### config.mk
export PLATFORM = sky130hd
export DESIGN_NAME = spi_ram
export DESIGN_NICKNAME = d
export VERILOG_FILES = /design/src/rtl/spi_ram.sv
export SDC_FILE = /design/constraint.sdc
export NUM_CORES = 2
export LEC_CHECK = 0
export CELL_PAD_IN_SITES_DETAIL_PLACEMENT = 0
export CELL_PAD_IN_SITES_GLOBAL_PLACEMENT = 1
export CORE_ASPECT_RATIO = 1.5
export CORE_MARGIN = 1.5
export CORE_UTILIZATION = 50
export CTS_CLUSTER_DIAMETER = 120
export DETAILED_ROUTE_END_ITERATION = 16
export GPL_ROUTABILITY_DRIVEN = 1
export PLACE_DENSITY_LB_ADDON = 0.25
export RECOVER_POWER = 50
export SYNTH_ARGS = -nofsm -noshare
export SYNTH_HDL_FRONTEND = slang
export SYNTH_SLANG_ARGS = --single-unit
### constraint.sdc
create_clock -name clk -period 7.15 [get_ports clk]
set_input_delay 1.43 -clock clk [delete_from_list [all_inputs] [get_ports clk]]
set_output_delay 1.43 -clock clk [all_outputs]
set_load 0.1 [all_outputs]
### src/rtl/spi_ram.sv
// Command-driven single-port RAM that sits behind the SPI slave: address/data commands in, read data out.
// Optional build macro SPI_RAM_AUTO_INC_EN: post-increments the write/read pointers after each data access.
module spi_ram #(
  parameter int MEM_DEPTH = 256,
  parameter int ADDR_SIZE = 8
) (
  input  logic       clk,
  input  logic       reset_n,
  input  logic [9:0] rx_data,
  input  logic       rx_valid,
  output logic [7:0] tx_data,
  output logic       tx_valid
);

  // state   | meaning
  // IDLE    | no read data pending for the slave
  // TX_HOLD | tx_data holds read data; slave may still be shifting it out
  typedef enum logic {
    IDLE    = 1'b0,
    TX_HOLD = 1'b1
  } state_t;

  localparam logic [1:0] OP_WR_ADDR = 2'b00;
  localparam logic [1:0] OP_WR_DATA = 2'b01;
  localparam logic [1:0] OP_RD_ADDR = 2'b10;
  localparam logic [1:0] OP_RD_DATA = 2'b11;

  state_t                 state_q, state_d;
  logic                   rx_valid_q;
  logic [ADDR_SIZE-1:0]   wr_addr_q, wr_addr_d;
  logic [ADDR_SIZE-1:0]   rd_addr_q, rd_addr_d;
  logic [7:0]             tx_data_q, tx_data_d;
  logic                   mem_we;
  logic                   accept;
  logic [1:0]             opcode;
  logic [7:0]             payload;
  logic [ADDR_SIZE-1:0]   payload_addr;

  logic [7:0] mem [MEM_DEPTH];

  assign opcode       = rx_data[9:8];
  assign payload      = rx_data[7:0];
  assign payload_addr = rx_data[ADDR_SIZE-1:0];
  // A held rx_valid level counts once: only its rising edge is a command.
  assign accept       = rx_valid & ~rx_valid_q;

  always_comb begin
    state_d   = state_q;
    wr_addr_d = wr_addr_q;
    rd_addr_d = rd_addr_q;
    tx_data_d = tx_data_q;
    mem_we    = 1'b0;
    if (accept) begin
      unique case (opcode)
        OP_WR_ADDR: begin
          wr_addr_d = payload_addr;
          state_d   = IDLE;
        end
        OP_WR_DATA: begin
          mem_we  = 1'b1;
          state_d = IDLE;
`ifdef SPI_RAM_AUTO_INC_EN
          wr_addr_d = wr_addr_q + 1'b1;
`endif
        end
        OP_RD_ADDR: begin
          rd_addr_d = payload_addr;
          state_d   = IDLE;
        end
        OP_RD_DATA: begin
          tx_data_d = mem[rd_addr_q];
          state_d   = TX_HOLD;
`ifdef SPI_RAM_AUTO_INC_EN
          rd_addr_d = rd_addr_q + 1'b1;
`endif
        end
        default: ;
      endcase
    end
  end

  always_ff @(posedge clk or negedge reset_n) begin
    if (!reset_n) begin
      state_q    <= IDLE;
      rx_valid_q <= 1'b0;
      wr_addr_q  <= '0;
      rd_addr_q  <= '0;
      tx_data_q  <= '0;
    end else begin
      state_q    <= state_d;
      rx_valid_q <= rx_valid;
      wr_addr_q  <= wr_addr_d;
      rd_addr_q  <= rd_addr_d;
      tx_data_q  <= tx_data_d;
    end
  end

  // Array is deliberately left out of reset so it maps onto a plain RAM macro.
  always_ff @(posedge clk) begin
    if (mem_we) mem[wr_addr_q] <= payload;
  end

  assign tx_data  = tx_data_q;
  assign tx_valid = (state_q == TX_HOLD);

endmodule

# Word-level counts from Yosys, hierarchy flattened
# Memory sizes are Yosys's and may differ from the RTL's. A register that Yosys moved wholly into a read port is not among the register bits.
# Cells that the tools add are included.
# classes
n_eq_ne	3
muxes	5
bitwise_logic	2
n_reduce_logical	6
# op_table
operator	n
AND reduction 2 bit	3
equality test 2 bit, second input constant	2
2-to-1 mux 1 bit	4
OR reduction 3 bit	1
equality test 2 x 1 -> 1 bit, second input constant	1
logical NOT 2 bit	1
one-hot mux 1 bit (2 select lines)	1
AND 1 bit	1
logical NOT 1 bit	1
NOT 1 bit	1
# word_totals
register_bits	18
mem_bits_rw	2048
out_inout_bits	9
mem_count	1
# mem_list
memory	words	word_bits	read_ports	rd_ports_with_merged_regs	write_ports	line_no	text
mem	256	8	1	1	1	39	logic [7:0] mem [MEM_DEPTH];

# Longest topological paths before layout
# logic_depth
word_depth	5
mapped_depth	13
depth_no_buf	7

# Worst setup path after synthesis
# OpenSTA, ideal clock, no wires.
# synth_path
path_type	input to register
startpoint	in rx_valid
endpoint	mem mem[102][0] (enable)
t_arrival_ns	3.185
slack_ns	3.595
stages	6
path_cell_list	nand2b_1 > nor3b_1 > clkbuf_1 > nand3_1 > clkbuf_1 > nor2_1
# synth_via
elab_chain_cells	4
# synth_lines
item	line_no	text
from (decl)	10	input logic rx_valid,
AND 1 bit	45	assign accept = rx_valid & ~rx_valid_q;
2-to-1 mux 1 bit	53	if (accept) begin
2-to-1 mux 1 bit	100	if (mem_we) mem[wr_addr_q] <= payload;
2-to-1 mux 1 bit (not written as such)	100	
to (decl)	39	
# No other way between the ends.

# Worst setup path after layout
# layout_path
startpoint	in rx_data[0]
endpoint	mem mem[134][0] (data pin)
# layout_lines
item	line_no	text
from (decl)	9	input logic [9:0] rx_data,
# No word-level cell before the write port.

==> results.md <==
Status:
- The run finished, with violations left.
- The checks that failed: capacitance limit, slew limit.

Logic synthesis:
- The mean area per synthesized cell is 20.2 µm².
- The commonest register cell after synthesis is edfxtp_1.
- The count of flip-flops with a built-in enable after synthesis is between 2000 and 2500.
- Of the synthesized area, sequential elements account for 0.770.
- The share of synthesized area in the top cell type comes to 0.761.
- In this run, distinct cell masters in the synthesized netlist total between 50 and 60.
- Counting instances in the post-synthesis netlist gives the leading cell types as 2048 x edfxtp_1, 350 x mux4_2, 313 x mux2i_1.
- In the synthesized netlist the async set-or-reset flop fraction comes to 0.0125.
- Ranked by total cell area, the synthesized netlist is headed by edfxtp_1 76%, mux4_2 9.8%, mux2i_1 3.9%.
- The most used standard cell by instance count after synthesis is edfxtp_1.
- Synthesis produced a netlist with a net count of approximately 4000.
- Synthesis inferred ~2100 register bits.
- Summed over all instances, the cell type with the most area after synthesis is edfxtp_1.
- The warning count from the yosys run is 0.
- The summed instance area of the synthesized netlist is 0.0808 mm².
- Synthesis produced a netlist whose cell count is 3998.

Power:
- The design draws ~0.028 W.
- The static power due to leakage is between 20 and 30 nW.
- Power spread over the standard cell area amounts to 310 mW/mm².
- IR analysis of the VDD net gives a maximum drop of 0.230 mV.

Critical path:
- The startpoint class of the critical path is an input port.
- The endpoint identified for the worst register-to-register timing path is tx_data[5].
- The kind of critical path is input port to register.
- The cell with the biggest individual delay on the critical path is clkbuf_1.
- The signal on the critical path passes through clkbuf_8 -> clkbuf_1.
- The arrival time at the worst endpoint is approximately 5400 ps.
- The worst setup path is captured at a register.
- The cell family contributing the most delay on the critical path is buffers and inverters.
- The biggest fanout along the worst timing path is approximately 100.
- The required arrival time at the worst endpoint is ~7100 ps.
- In this design, the stage delay of the slowest critical-path cell is 3050 ps.
- Measured in cells, the most critical reg-to-reg path has a length of 9.
- In this run the register-to-register setup slack is 2570 ps.
- The worst register-to-register path begins at rd_addr_q[4].
- Counting both buffers and inverters, the worst setup path holds a total of 2.

Hold path:
- The launch instance of the worst min-delay path is tx_data[2].
- The hold path depth is 2.
- The path with the worst hold slack has its endpoint at tx_data[2].
- The min-delay analysis places its worst path in the category register to register.

STA:
- The slew of the pin with the lowest slew margin is about 4800 ps.
- The final critical delay including setup and external delays is 5380 ps.
- The post-route setup TNS is 0 ps.
- Setup repair after global routing left no endpoint under its margin.
- Setup violations remaining at the end of the flow were counted as 0.
- The count of final max-slew check failures is 697.
- The worst slew margin relative to its limit is -2.17.
- The tightest hold margin is 590 ps.
- The final-report hold violation count is 0.
- In the finished design, the share of the clock period the worst path needs comes to 0.752.
- The fmax is 186 MHz.
- Between clock sinks in the finished design, the worst skew comes to 27.7 ps.

Finish:
- Relative to the synthesized area, the layout overhead comes to 10.2%.
- Of the cells placed in the final design, the portion with a size suffix greater than 1 is 0.183.
- The area used by sequential logic in the layout is slightly above 0.06 mm².
- After routing the design area is 0.0890 mm².
- The count of filler cells inserted in the layout is 11947.
- The multi-input combinational cell area is ~0.017 mm².
- For this run, the post-layout net count is 4069.
- The number of standard cells in the final layout excluding fillers is 6305.

Floorplan:
- The initial utilization of the core area, before any placement, comes to 0.504.
- The number of placement rows is 180.
- The chip width is about 330 µm.
- The floorplan core area is 0.160 mm².
- The I/O pin total is 22.
- The floorplan step defined a die boundary enclosing approximately 0.16 mm².
- The floorplan step set the die height to 495 µm.

Routing:
- After detailed routing, the average wire length per cell comes to 34.1 µm.
- The number of remaining DRC errors is 0.
- The total length of routed wires is about 210000 µm.
- The routed layout has ~40000 vias.
- After detailed routing, the number of vias per cell comes to 6.30.
- The remaining number of nets flagged by the antenna check after routing is 0.
- For this run, the detailed router's first-pass iteration total came to 6.
- The count of routing violations after the opening detailed-route iteration is 4650.

Placement:
- In this run the tool buffered the top-level ports with 21 buffer cells.
- Routability-driven placement finished with a final weighted congestion of around 0.9.
- The detailed placer's ending HPWL is 137000 µm.
- In this run, placement finished with an instance count of 5968.
- The placed standard-cell area is 0.0831 mm².

Clock tree:
- For this design, the CTS-stage hold fixing added 0 buffers.
- Counting along the longest clock path gives a buffer depth of 3.
- The clock net in this run drives a total of 2074 sinks.
- In this run the number of H-tree levels came out at 4.
- Clock-pin slew was measured on the worst setup and hold paths at 70 ps.
- The TritonCTS clock tree is built.
- In this run, post-CTS repair resized a total of 0 instances.
- The number of clock buffers added by TritonCTS is 179.
- Once the clock tree was built, the setup fixing pass inserted 0 buffers.
- The later-pin clock latency in the skew report is 830 ps.
- The cell chosen for the clock root is clkbuf_16.

Global route:
- The first global-routing pass estimated between 300000 and 400000 µm of wire.
- The via count of the first global-routing pass was 40720.
- The overall overflow remaining after global route is 0.
- The pin count of the biggest net entering global routing is around 140.
- The total routing resource utilization after global routing is 0.266.
- The initial antenna violation count is 3.

Job:
- The max capacitance violation total is 11.
-- how the worst max path moves through the flow --
| stage | startpoint | end | slack [ps] | cells past startpoint |
|---|---|---|---|---|
| floorplan | rx_valid | mem[102][0] | 3600 | 6 |
| global placement | rx_valid | mem[83][7] | 1900 | 7 |
| detailed placement | rx_valid | mem[83][7] | 1870 | 7 |
| CTS | rd_addr_q[4] | tx_data[5] | 2710 | 9 |
| global route | rx_data[4] | mem[117][4] | 1650 | 2 |
| finish | rx_data[0] | mem[134][0] | 1770 | 2 |
-- kinds of logic (layout without fill, tap and decap cells) --
family	Yosys count	after routing	share of synthesized area
AOI/OAI and AO/OA	438	438	0.0384
other	0	2	0
muxes	696	696	0.144
buffers and inverters	251	463	0.0201
DFF	2074	2074	0.770
and+or+nand+nor	539	539	0.0284
-- layer usage --
metal	vias up	track usage	wire (µm)
met5	-	0	0
met4	0	0.119	10900
met2	1703	0.458	112000
met3	392	0.0422	13600
li1	16656	-	-
met1	21002	0.332	78600
-- per-stage QoR --
| stage | utilization | worst slack, ps |
|---|---|---|
| CTS | 0.555 | 2710 |
| global route | 0.555 | 1650 |
| detailed placement | 0.518 | 1870 |
| floorplan | - | 3600 |
| global placement | 0.518 | 1900 |
| finish | 0.555 | 1770 |
-- cell type report --
cell class | count | share of cell area
Antenna cell | 2 | 0.0000563
Clock buffer | 213 | 0.0533
Clock inverter | 122 | 0.0137
Inverter | 5 | 0.000225
Multi-Input combinational cell | 1673 | 0.192
Sequential cell | 2074 | 0.699
Tap cell | 2093 | 0.0294
Timing Repair Buffer | 123 | 0.0130
-- registers in the layout, summed over array words and instances, names as in the netlist --
register    cells
mem          2048
rd_addr_q       8
rx_valid_q      1
tx_data         8
tx_valid        1
wr_addr_q       8
-- placed cells by master, fill, tap and decap left out, types with 17 or more instances in the layout --
master / Yosys / routed
nand3_1: 44 / 44
clkbuf_1: 102 / 37
mux4_2: 350 / 350
a22oi_1: 69 / 69
o22ai_1: 106 / 106
clkinv_1: 1 / 30
a21oi_1: 54 / 54
nor3_1: 20 / 19
o21ai_0: 29 / 29
buf_4: 31 / 76
nor2_1: 283 / 280
bufinv_16: 0 / 20
mux2_2: 19 / 19
clkinv_2: 0 / 38
edfxtp_1: 2048 / 2048
buf_12: 7 / 17
o221ai_1: 64 / 64
mux2i_1: 313 / 313
clkbuf_16: 0 / 183
a211oi_1: 48 / 48
dfrtp_1: 26 / 22
clkinvlp_4: 0 / 17
nand2_1: 124 / 123
-- power breakdown --
group	switching [W]	leakage, nW	internal (W)	total (W)
Sequential	0.000172	18.7	0.0134	0.0136
Clock	0.00438	2.89	0.00549	0.00988
Combinational	0.00264	5.95	0.00149	0.00413
(Power assumes the default switching activity.)
